**config.mk**
```make
export PLATFORM = sky130hd
export DESIGN_NAME = ipsxe_floating_point_fma_normalizer_v1_0
export DESIGN_NICKNAME = d
export VERILOG_FILES = /design/src/rtl/ipsxe_floating_point_fma_normalizer_v1_0_pkg.sv /design/src/rtl/ipsxe_floating_point_lzc_v1_0.sv /design/src/rtl/ipsxe_floating_point_register_v1_0.sv /design/src/rtl/ipsxe_floating_point_fma_normalizer_v1_0.sv
export SDC_FILE = /design/constraint.sdc
export NUM_CORES = 1
export LEC_CHECK = 0
export CAP_MARGIN = 20
export CORE_MARGIN = 1.5
export CORE_UTILIZATION = 55
export DETAILED_ROUTE_END_ITERATION = 12
export PLACE_DENSITY_LB_ADDON = 0.12
export SLEW_MARGIN = 25
export SYNTH_ARGS = -nofsm -noshare
export SYNTH_HDL_FRONTEND = slang
export SYNTH_SLANG_ARGS = --single-unit
```
**constraint.sdc**
```tcl
create_clock -name i_clk -period 3.8 [get_ports i_clk]
set_input_delay 0.95 -clock i_clk [delete_from_list [all_inputs] [get_ports i_clk]]
set_output_delay 0.95 -clock i_clk [all_outputs]
set_load 0.005 [all_outputs]
```
**src/rtl/ipsxe_floating_point_fma_normalizer_v1_0_pkg.sv**
```systemverilog
// Shared floating-point helpers: bias and internal widths derived from the packed format.
// Functions serve parameterised modules; localparams describe the default single-precision format.
package ipsxe_floating_point_fma_normalizer_v1_0_pkg;

    localparam int DEF_EXP_WIDTH = 8;
    localparam int DEF_MAN_WIDTH = 23;

    function automatic int fp_bias(input int exp_width);
        return (1 << (exp_width - 1)) - 1;
    endfunction

    function automatic int fp_mag_width(input int man_width);
        return 2 * (man_width + 1) + 1;
    endfunction

    function automatic int fp_iexp_width(input int exp_width);
        return exp_width + 3;
    endfunction

    localparam int BIAS       = fp_bias(DEF_EXP_WIDTH);
    localparam int MAG_WIDTH  = fp_mag_width(DEF_MAN_WIDTH);
    localparam int IEXP_WIDTH = fp_iexp_width(DEF_EXP_WIDTH);

endpackage

```
**src/rtl/ipsxe_floating_point_lzc_v1_0.sv**
```systemverilog
// Leading-one detector: index of the most significant set bit plus an all-zero flag.
// Purely combinational, no flow control.
module ipsxe_floating_point_lzc_v1_0 #(
    parameter int WIDTH = 49,
    parameter int IDX_W = $clog2(WIDTH)
) (
    input  logic [WIDTH-1:0] vec,
    output logic [IDX_W-1:0] index,
    output logic             zero
);

    // Ascending scan: the last set bit seen is the most significant one.
    always_comb begin
        index = '0;
        zero  = 1'b1;
        for (int i = 0; i < WIDTH; i++) begin
            if (vec[i]) begin
                index = IDX_W'(i);
                zero  = 1'b0;
            end
        end
    end

endmodule

```
**src/rtl/ipsxe_floating_point_register_v1_0.sv**
```systemverilog
// Optional pipeline register with clock enable; latency 1 when ENABLE, else a wire.
// No backpressure: ce low simply holds the stored word.
module ipsxe_floating_point_register_v1_0 #(
    parameter int WIDTH  = 1,
    parameter bit ENABLE = 1'b1
) (
    input  logic             clk,
    input  logic             rst_n,
    input  logic             ce,
    input  logic [WIDTH-1:0] d,
    output logic [WIDTH-1:0] q
);

    generate
        if (ENABLE) begin : g_reg
            always_ff @(posedge clk or negedge rst_n) begin
                if (!rst_n) begin
                    q <= '0;
                end else if (ce) begin
                    q <= d;
                end
            end
        end else begin : g_wire
            assign q = d;
        end
    endgenerate

endmodule

```
**src/rtl/ipsxe_floating_point_fma_normalizer_v1_0.sv**
```systemverilog
// FMA normaliser: leading-one detect, align, round-to-nearest-even and pack to IEEE-754.
// Latency LATENCY_CONFIG enabled cycles (0..3); throughput 1/cycle, i_aclken low freezes all stages.
module ipsxe_floating_point_fma_normalizer_v1_0
    import ipsxe_floating_point_fma_normalizer_v1_0_pkg::*;
#(
    parameter int EXP_WIDTH      = 8,
    parameter int MAN_WIDTH      = 23,
    parameter int LATENCY_CONFIG = 3,
    parameter int W_USER         = 1
) (
    input  logic                                                  i_clk,
    input  logic                                                  i_rst_n,
    input  logic                                                  i_aclken,
    input  logic                                                  i_valid,
    input  logic [(2*(MAN_WIDTH+1)+1)+(EXP_WIDTH+1)+1-1:0]        i_add_out,
    input  logic [W_USER-1:0]                                     i_user,
    output logic                                                  o_valid,
    output logic [EXP_WIDTH+MAN_WIDTH:0]                          o_result,
    output logic [W_USER-1:0]                                     o_user
);

    localparam int EXP_BIAS = fp_bias(EXP_WIDTH);
    localparam int MAG_W    = fp_mag_width(MAN_WIDTH);
    localparam int IEXP_W   = fp_iexp_width(EXP_WIDTH);
    localparam int IDX_W    = $clog2(MAG_W);
    localparam int RES_W    = 1 + EXP_WIDTH + MAN_WIDTH;
    localparam int IN_W     = MAG_W + EXP_WIDTH + 2;

    localparam logic signed [IEXP_W-1:0] EXP_INF  = IEXP_W'((1 << EXP_WIDTH) - 1);
    localparam logic signed [IEXP_W-1:0] EXP_ZERO = '0;

    typedef struct packed {
        logic              vld;
        logic [W_USER-1:0] user;
        logic              sign;
        logic [EXP_WIDTH:0] exp_sum;
        logic [MAG_W-1:0]  mag;
        logic [IDX_W-1:0]  lead;
        logic              zero;
    } s1_t;

    typedef struct packed {
        logic              vld;
        logic [W_USER-1:0] user;
        logic              sign;
        logic [MAG_W-1:0]  aligned;
        logic [IEXP_W-1:0] exp;
        logic              zero;
    } s2_t;

    typedef struct packed {
        logic              vld;
        logic [W_USER-1:0] user;
        logic [RES_W-1:0]  result;
    } s3_t;

    s1_t s1_d, s1_q;
    s2_t s2_d, s2_q;
    s3_t s3_d, s3_q;

    logic [IDX_W-1:0] lead;
    logic             mag_zero;

    ipsxe_floating_point_lzc_v1_0 #(.WIDTH(MAG_W), .IDX_W(IDX_W)) u_lzc (
        .vec   (i_add_out[MAG_W-1:0]),
        .index (lead),
        .zero  (mag_zero)
    );

    always_comb begin
        s1_d         = '0;
        s1_d.vld     = i_valid;
        s1_d.user    = i_user;
        s1_d.sign    = i_add_out[IN_W-1];
        s1_d.exp_sum = i_add_out[IN_W-2 -: EXP_WIDTH+1];
        s1_d.mag     = i_add_out[MAG_W-1:0];
        s1_d.lead    = lead;
        s1_d.zero    = mag_zero;
    end

    ipsxe_floating_point_register_v1_0 #(.WIDTH($bits(s1_t)), .ENABLE(LATENCY_CONFIG >= 1)) u_reg_s1 (
        .clk(i_clk), .rst_n(i_rst_n), .ce(i_aclken), .d(s1_d), .q(s1_q)
    );

    // Leading one moves to the top bit (hidden-bit position of the aligned word).
    always_comb begin
        s2_d         = '0;
        s2_d.vld     = s1_q.vld;
        s2_d.user    = s1_q.user;
        s2_d.sign    = s1_q.sign;
        s2_d.zero    = s1_q.zero;
        s2_d.aligned = s1_q.mag << (IDX_W'(MAG_W - 1) - s1_q.lead);
        s2_d.exp     = IEXP_W'(s1_q.exp_sum) + IEXP_W'(s1_q.lead)
                     - IEXP_W'(EXP_BIAS + 2 * MAN_WIDTH);
    end

    ipsxe_floating_point_register_v1_0 #(.WIDTH($bits(s2_t)), .ENABLE(LATENCY_CONFIG >= 2)) u_reg_s2 (
        .clk(i_clk), .rst_n(i_rst_n), .ce(i_aclken), .d(s2_d), .q(s2_q)
    );

    logic [MAN_WIDTH:0]         kept;
    logic                       guard;
    logic                       sticky;
    logic                       inc;
    logic                       carry;
    logic [MAN_WIDTH-1:0]       frac;
    logic signed [IEXP_W-1:0]   exp_rnd;

    always_comb begin
        kept    = s2_q.aligned[MAG_W-1 -: MAN_WIDTH+1];
        guard   = s2_q.aligned[MAN_WIDTH+1];
        sticky  = |s2_q.aligned[MAN_WIDTH:0];
        inc     = guard & (sticky | kept[0]);
        // All-ones significand rolls over: fraction wraps to zero, exponent bumps.
        carry   = inc & (&kept);
        frac    = kept[MAN_WIDTH-1:0] + MAN_WIDTH'(inc);
        exp_rnd = $signed(s2_q.exp) + IEXP_W'(carry);

        s3_d      = '0;
        s3_d.vld  = s2_q.vld;
        s3_d.user = s2_q.user;
        if (s2_q.zero) begin
            s3_d.result = '0;
        end else if (exp_rnd >= EXP_INF) begin
            s3_d.result = {s2_q.sign, {EXP_WIDTH{1'b1}}, {MAN_WIDTH{1'b0}}};
        end else if (exp_rnd <= EXP_ZERO) begin
            s3_d.result = {s2_q.sign, {(RES_W-1){1'b0}}};
        end else begin
            s3_d.result = {s2_q.sign, exp_rnd[EXP_WIDTH-1:0], frac};
        end
    end

    ipsxe_floating_point_register_v1_0 #(.WIDTH($bits(s3_t)), .ENABLE(LATENCY_CONFIG >= 3)) u_reg_s3 (
        .clk(i_clk), .rst_n(i_rst_n), .ce(i_aclken), .d(s3_d), .q(s3_q)
    );

    assign o_valid  = s3_q.vld;
    assign o_result = s3_q.result;
    assign o_user   = s3_q.user;

endmodule

```
# Word-level counts from Yosys, hierarchy flattened

Index checks and enable logic that the tools add are counted.

Flip-flop bits (word level): 166
Input port bits: 64
Output and inout bits: 34
Logic and storage cells: 116

Add/subtract/negate cells: 5
Order comparisons: 2
Shift-type cells: 1
Multiplexer cells: 100
Bitwise logic cells: 3
Reduce and logical (&&, ||, !) cells: 2

Operator list:

| operator              | count |
|---|---|
| $mux 6                | 17 |
| $mux 5                | 16 |
| $mux 31               | 2 |
| $mux 1                | 50 |
| $shl 49x6->49         | 1 |
| $mux 32               | 1 |
| $mux 4                | 8 |
| $reduce_and 24->1     | 1 |
| $reduce_or 24->1      | 1 |
| $add 23x1->23         | 1 |
| $mux 3                | 4 |
| $add 11x1->11         | 1 |
| $ge 11x9->1 const B   | 1 |
| $le 11x1->1 const B   | 1 |
| $sub 10x8->11 const B | 1 |
| $add 9x6->10          | 1 |
| $sub 6x6->6 const A   | 1 |
| $mux 2                | 2 |
| $and 1x1->1           | 2 |
| $or 1x1->1            | 1 |

# Longest topological paths before layout

Gate-level depths: netlist (run 1).

Depth in word-level cells: 49
Mapped depth: 15
Mapped depth without buffers: 12

# By module

Synthesis (run 1) repeated with hierarchy kept, for this count alone.

Cell total of the unflattened synthesis: 1,046
Area total of the unflattened synthesis: 11,690.0 sq um

By module, submodules not included:

| module                                         | times used | cells each | area each (sq um) | seq. area each (sq um) |
|---|---|---|---|---|
| ipsxe_floating_point_fma_normalizer_v1_0       | 1          | 593        | 4,371.7           | 0.0 |
| ipsxe_floating_point_register_v1_0 at u_reg_s2 | 1          | 135        | 2,678.8           | 1,601.5 |
| ipsxe_floating_point_register_v1_0 at u_reg_s1 | 1          | 144        | 2,615.0           | 1,701.6 |
| ipsxe_floating_point_register_v1_0 at u_reg_s3 | 1          | 72         | 1,417.6           | 850.8 |
| ipsxe_floating_point_lzc_v1_0                  | 1          | 102        | 606.8             | 0.0 |

# Worst setup path after synthesis (run 1)

OpenSTA, ideal clock, no wires.

Path type: register to register
From: register u_reg_s2.q[50]
To: register u_reg_s3.q[13]
Setup time: 78 ps
Arrival: 3,397 ps
Required time: 3,722 ps
Slack: 325 ps
Cell stages (with the launch flop): 14
Path buffers: 1
Period minus slack after synthesis: 3,475 ps
Cell sequence: dfrtp_1 -> and3_1 -> nand4_1 -> or4b_2 -> nor3_1 -> ha_1 -> ha_1 -> nand3_1 -> nor3_1 -> xnor2_1 -> nor3b_1 -> o211ai_1 -> clkbuf_1 -> o2bb2ai_1

Word-level cells in the longest chain between the ends: 7
Elaborated cells on any way between the ends: 9
Classes of those cells: 2 x add/sub; 2 x order compare; 3 x mux; 1 x bitwise; 1 x reduce/logical

RTL lines:

| item                   | RTL line                                        | RTL |
|---|---|---|
| start, declared        | ipsxe_floating_point_register_v1_0.sv:11        | `output logic [WIDTH-1:0] q` |
| start signal, assigned | ipsxe_floating_point_register_v1_0.sv:18        | `q <= '0;` |
| start signal, assigned | ipsxe_floating_point_register_v1_0.sv:20        | `q <= d;` |
| $reduce_and 24->1      | ipsxe_floating_point_fma_normalizer_v1_0.sv:115 | `carry = inc & (&kept);` |
| $and 1x1->1            | ipsxe_floating_point_fma_normalizer_v1_0.sv:115 |  |
| $add 11x1->11          | ipsxe_floating_point_fma_normalizer_v1_0.sv:117 | `exp_rnd = $signed(s2_q.exp) + IEXP_W'(carry);` |
| $le 11x1->1            | ipsxe_floating_point_fma_normalizer_v1_0.sv:126 | `end else if (exp_rnd <= EXP_ZERO) begin` |
| $mux 31                | ipsxe_floating_point_fma_normalizer_v1_0.sv:126 |  |
| $mux 31 *              | ipsxe_floating_point_fma_normalizer_v1_0.sv:124 | `end else if (exp_rnd >= EXP_INF) begin` |
| $mux 32 *              | ipsxe_floating_point_fma_normalizer_v1_0.sv:122 | `if (s2_q.zero) begin` |
| end signal, assigned   | ipsxe_floating_point_register_v1_0.sv:18        |  |
| end signal, assigned   | ipsxe_floating_point_register_v1_0.sv:20        |  |
| end, declared          | ipsxe_floating_point_register_v1_0.sv:11        |  |

Every way passes the cells marked *; elsewhere a longest branch is shown, timed or not.
A chain may end at the register's enable or synchronous reset.

# Worst setup path in the final report (run 1)

From: register u_reg_s2.q[51]
To: register u_reg_s3.q[0]

Word-level cells in the longest chain between the ends: 7
Elaborated cells on any way between the ends: 8
Classes of those cells: 1 x add/sub; 2 x order compare; 3 x mux; 1 x bitwise; 1 x reduce/logical

RTL lines:

| item                | RTL line |
|---|---|
| $reduce_and 24->1 * | ipsxe_floating_point_fma_normalizer_v1_0.sv:115 |
| $and 1x1->1 *       | ipsxe_floating_point_fma_normalizer_v1_0.sv:115 |
| $add 11x1->11 *     | ipsxe_floating_point_fma_normalizer_v1_0.sv:117 |
| $le 11x1->1         | ipsxe_floating_point_fma_normalizer_v1_0.sv:126 |
| $mux 31             | ipsxe_floating_point_fma_normalizer_v1_0.sv:126 |
| $mux 31 *           | ipsxe_floating_point_fma_normalizer_v1_0.sv:124 |
| $mux 32 *           | ipsxe_floating_point_fma_normalizer_v1_0.sv:122 |

Marks and branches as above.

==> results of run 1 <==
-- power breakdown --
| part | leakage, uW | internal [uW] | switching, uW |
|---|---|---|---|
| clock | 0.000290 | 1070 | 730 |
| sequential | 0.00208 | 2080 | 316 |
| combinational | 0.00265 | 1160 | 1310 |
| total | 0.00502 | 4310 | 2350 |
-- registers in the layout, indices dropped and copies added, names as in the netlist --
register	count
u_reg_s2.q	64
u_reg_s3.q	34
u_reg_s1.q	68
-- cell usage in the layout, fill, tap and decap left out, drive strengths merged, types with 10 or more instances in the layout --
cell,instances
nand2,103
clkdlybuf4s50,95
nor4,10
clkbuf,21
xor2,14
o2bb2ai,38
inv,38
mux2i,40
ha,17
nand3,28
nor3,22
dfrtp,166
xnor2,23
a21oi,38
mux2,77
nor2,60
buf,33
mux4,46
o221ai,10
o21ai,50
-- metal layers --
layer  up-vias  share of wire  GRT usage
met5         -              0          0
met3        52          0.057    0.04991
met2       297           0.47     0.4429
met1      4214           0.45     0.4004
met4         0          0.032     0.1096
li1       3889              -          -
-- final cells by class --
cell class / instances / area [um^2] / share of cell area
tap: 234 / 292.8 / 0.02382
inverter: 37 / 138.9 / 0.01130
timing repair buffer: 128 / 1219 / 0.09914
multi-input combinational: 721 / 5882 / 0.4785
sequential: 166 / 4155 / 0.3380
clock inverter: 10 / 145.1 / 0.01181
clock buffer: 21 / 460.4 / 0.03746
-- per-stage QoR --
step	instances	area [um^2]	total power (uW)	util
CTS	1317	12270	6653	0.6579
detailed placement	1286	11650	4836	0.6252
finish	1317	12290	6664	0.6594
global placement	1286	11650	4805	0.6252
global route	1317	12290	7001	0.6594
floorplan	982	10390	3954	-
-- worst max-delay path, stage by stage (launching register included) --
cell	delay, ps
dfrtp_1	420
and3_2	260
nand4_1	100
or4b_2	650
nor3_2	180
ha_2	260
ha_1	190
nand3_1	110
buf_4	180
nor2_1	140
xor2_1	250
a31oi_1	170
o211ai_1	150
buf_6	230
o2bb2ai_1	90
-- logic make-up after synthesis --
kind of cell               Yosys count  share of synthesized area
buffers and inverters               95                    0.04069
xor gates and xnor gates            37                    0.03335
muxes                              163                     0.2231
DFF                                166                     0.3997
and+or+nand+nor                    273                     0.1217
AOI/OAI and AO/OA                  230                     0.1591
adders and majority gates           18                    0.02239
-- path summary, 6_finish.rpt --
kind	endpoint	slack, ps	cells past startpoint
max in group asynchronous	u_reg_s2.q[57]	2380	2
max	u_reg_s3.q[0]	290	14
min reg2reg	u_reg_s1.q[0]	480	1
min in group asynchronous	u_reg_s3.q[30]	560	1
max reg2reg	u_reg_s3.q[0]	290	14
min	u_reg_s1.q[0]	480	1
==> run_results.csv, run 1 <==
group,metric,value,unit
synth,synth_area_per_cell,10.58,um^2
synth,synth-edff-count,0,
power,power_density,542.1,nW/um^2
synth,ys_ff_latch,166,
synth,synth_top_area_cell,"dfrtp_1",
detailed_routing,postRouteAntennaNets,0,
place,dp_slack,12.46,ps
global_route,grt_antenna_before_repair,0,
floorplanning,rows,50,
setup_path,crit_type,"reg2reg",
synth,synth-main-ff-cell,"dfrtp_1",
sta,hold_slack,478.5,ps
clock_tree,hold_buffers,0,
clock_tree,cts_setup_buffers,0,
sta,finClkSkew,10.90,ps
clock_tree,path_clk_slew,70,ps
clock_tree,numCtsBuffers,17,
global_route,grt_use_total,0.2846,
sta,tightest_slew,994.8,ps
clock_tree,ctsLongestPathBuffers,2,
setup_path,arrival,3820,ps
status,outcome,"finished clean",
global_route,grt_max_degree,79,
finish,drive_gt1_frac,0.1893,
synth,postSynthCellCount,982,
sta,timing.setup.tns,0,ps
setup_path,crit_start,"u_reg_s2.q[51]",
sta,rsz0062_at_grt,"no",
sta,max_slew_margin,0.3298,
floorplanning,start_util,0.5575,
setup_path,end_kind,"flip-flop",
synth,ys.warnings.count,0,
synth,post-synth-top-count-cell,"dfrtp_1",
place,dp_hpwl,19980,um
synth,syn_area,10390,um^2
sta,hold_viol,0,
clock_tree,cts.htree.levels,4,
detailed_routing,dr.pass1.iters,8,
synth,async_flop_share,1.000,
global_route,grt_pass1_vias,8154,
synth,synth_top_area_frac,0.3997,
setup_path,cp-start-kind,"flip-flop",
synth,yosysSeqAreaShare,0.3997,
clock_tree,clock_sinks,166,
setup_path,cp.required,4100,ps
sta,setup_viol_count_final,0,
detailed_routing,dr_total_vias,8452,
sta,period_needed,3514,ps
run,drv_cap,0,
synth,synthDistinctLibCells,74,
setup_path,crit-reg2reg-launch,"u_reg_s2.q[51]",
clock_tree,ctsResizeCount,1,
worst_hold_path,hold_class,"reg2reg",
clock_tree,root_buffer,"clkbuf_16",
detailed_routing,wl,26920,um
floorplanning,ios,98,
finish,final_nets,1153,
finish,syn2layout_area_growth,18.27,%
finish,fillers,1533,
global_route,overflow,0,
setup_path,crit_fanout,22,
clock_tree,cts_tree,"built",
floorplanning,die_area,19730,um^2
floorplanning,core_area,18640,um^2
sta,fin_ws,285.7,ps
detailed_routing,drc,0,
power,power_leakage,0.005019,uW
sta,fmaxAchievable,284.6,MHz
detailed_routing,drt-vias-per-instance,6.418,
synth,synthesis.nets,1064,
global_route,grt_pass1_wl,43980,um
place,gp_congestion,0.9379,
power,ir_drop,0.3569,mV
clock_tree,insertion_delay,430,ps
detailed_routing,post_drt_wl_per_cell,20.44,um
detailed_routing,drtIter0Drc,736,
sta,post-route-period-util,0.9248,
place,portBuffers,97,
floorplanning,dieWidth,140.5,um
floorplanning,die_h,140.5,um
sta,finalMaxSlewViolations,0,
worst_hold_path,min_from,"u_reg_s1.q[0]",
synth,synthTopCellsByCount,"166 x dfrtp_1, 103 x nand2_1, 77 x mux2_2",
finish,diodes,0,
synth,yosys-top-cells-area,"dfrtp_1 40%, mux4_2 9.1%, mux2_2 8.3%",
Note: power is estimated with default switching activity, not from simulation.
==> run 2: changes to the inputs <==
--- a/config.mk
+++ b/config.mk
@@ -9,6 +9,7 @@
 export CORE_MARGIN = 1.5
 export CORE_UTILIZATION = 55
 export DETAILED_ROUTE_END_ITERATION = 12
+export MAX_ROUTING_LAYER = met4
 export PLACE_DENSITY_LB_ADDON = 0.12
 export SLEW_MARGIN = 25
 export SYNTH_ARGS = -nofsm -noshare
==> run 2 against run 1 <==
  * Final cell count up 0.23%
  * Via count is 0.69% lower
  * Sequential power about the same
  * Critical path type unchanged
  * Largest cell class unchanged
==> run_results.csv, run 2 (synthesis results as in run 1) <==
group,metric,value,unit
floorplanning,ios,98,
power,power_density,538.7,nW/um^2
place,portBuffers,97,
global_route,overflow,0,
finish,largest_reg_flops,68,
detailed_routing,dr.pass1.iters,5,
detailed_routing,drt-vias-per-instance,6.359,
sta,hold_viol,0,
setup_path,r2r_cells,14,
floorplanning,die_area,19730,um^2
floorplanning,rows,50,
power,ir_drop,0.3776,mV
finish,regMostFlops,"u_reg_s1.q",
global_route,grt_pass1_wl,44100,um
finish,layout_common_cells,"165 x dfrtp_1, 103 x nand2_1, 95 x clkdlybuf4s50_1, 77 x mux2_2, 60 x nor2_1",
place,dp_cells,1290,
run,drv_cap,0,
place,dp_slack,92.26,ps
sta,finalMaxSlewViolations,0,
sta,rsz0062_at_grt,"no",
floorplanning,core_area,18640,um^2
floorplanning,start_util,0.5575,
setup_path,cp-start-kind,"flip-flop",
setup_path,cp.required,4110,ps
detailed_routing,drc,0,
clock_tree,cts.htree.levels,4,
finish,final_util,0.6588,
worst_hold_path,min_path_cells,1,
setup_path,crit_type,"reg2reg",
clock_tree,clock_sinks,166,
floorplanning,die_h,140.5,um
finish,diodes,0,
global_route,grt_use_total,0.2968,
clock_tree,root_buffer,"clkbuf_16",
place,dp_hpwl,20370,um
sta,finClkSkew,10.84,ps
finish,final_nets,1157,
finish,fillers,1513,
clock_tree,insertion_delay,430,ps
floorplanning,dieWidth,140.5,um
sta,hold_slack,479.1,ps
clock_tree,numCtsBuffers,17,
detailed_routing,drtIter0Drc,717,
sta,tightest_slew,990.5,ps
status,outcome,"finished clean",
clock_tree,path_clk_slew,60,ps
detailed_routing,dr_total_vias,8394,
detailed_routing,post_drt_wl_per_cell,20.55,um
sta,fmaxAchievable,283.0,MHz
sta,max_slew_margin,0.3327,
sta,period_needed,3533,ps
power,power_leakage,0.005035,uW
finish,stdcell_count,1320,
setup_path,arrival,3850,ps
setup_path,end_kind,"flip-flop",
global_route,grt_pass1_vias,7982,
place,gp_congestion,0.9514,
clock_tree,cts_tree,"built",
sta,post-route-period-util,0.9298,
global_route,grt_max_degree,72,
detailed_routing,wl,27130,um
setup_path,crit_fanout,22,
finish,top_regs,"u_reg_s1.q (68), u_reg_s2.q (64), u_reg_s3.q (34)",
global_route,grt_antenna_before_repair,0,
finish,syn2layout_area_growth,18.17,%
worst_hold_path,hold_class,"reg2reg",
clock_tree,hold_buffers,0,
sta,fin_ws,266.9,ps
clock_tree,ctsLongestPathBuffers,2,
sta,setup_viol_count_final,0,
detailed_routing,postRouteAntennaNets,0,
sta,timing.setup.tns,0,ps
finish,drive_gt1_frac,0.1888,
finish,final_common_cell,"dfrtp_1",
==> run 2: cell count changes in the layout (fill, tap and decap cells not counted), sizes merged <==
cell      previous run  this run
clkbuf              21        20
clkinvlp             2         0
bufinv               3         2
clkinv               4         7
buf                 33        37
==> run 2: critical path: stages (launching register included) <==
cell and delay [ps]:
dfrtp_1 430, nand3_1 150, nor2_1 230, or4b_2 600, nor3_1 250, ha_2 280
ha_1 180, nand3_1 110, buf_4 180, nor2_1 120, xor2_1 230, a31oi_1 170
o211ai_1 160, buf_6 230, o2bb2ai_1 100
==> run 2: what timing repair did <==
action / 4_1_cts / 5_1_grt
setup buffers: 0 / 0
gates resized for setup: 0 / 4
setup endpoints to repair: 0 / 26
==> run 2: layout make-up <==
cell class,count,area (um^2),share of cell area
timing repair buffer,132,1249,0.1017
clock inverter,10,122.6,0.009984
tap,234,292.8,0.02384
sequential,166,4155,0.3383
inverter,37,138.9,0.01131
multi-input combinational,721,5867,0.4777
clock buffer,20,456.7,0.03718
==> run 2: worst paths after layout <==
kind | startpoint | to | slack (ps)
max in group asynchronous | i_rst_n | u_reg_s2.q[34] | 2390
worst min register to register | u_reg_s1.q[0] | u_reg_s1.q[0] | 480
min in group asynchronous | i_rst_n | u_reg_s3.q[30] | 540
worst max-delay path | u_reg_s2.q[46] | u_reg_s3.q[13] | 270
worst max register to register | u_reg_s2.q[46] | u_reg_s3.q[13] | 270
worst min-delay path | u_reg_s1.q[0] | u_reg_s1.q[0] | 480
==> run 2: where the power goes <==
part	switching (uW)	leakage (uW)	internal, uW	total (uW)
Clock	736	0.000287	1000	1740
Sequential	315	0.00208	2080	2400
Combinational	1320	0.00267	1160	2480
==> run 2: through the flow <==
stage	power (uW)	instance area [um^2]
6_report	6617	12280
5_1_grt	6945	12280
4_1_cts	6606	12260
3_5_place_dp	4857	11690
3_3_place_gp	4822	11690
2_1_floorplan	3954	10390
==> run 2: per-layer routing <==
metal / part of all wire / vias up / routed length (um) / track usage
met5: 0 / - / 0 / -
met4: 0.031 / 0 / 853 / 0.1140
met3: 0.045 / 52 / 1232 / 0.03726
met2: 0.47 / 286 / 12730 / 0.4539
met1: 0.45 / 4151 / 12320 / 0.4077
li1: - / 3905 / - / -
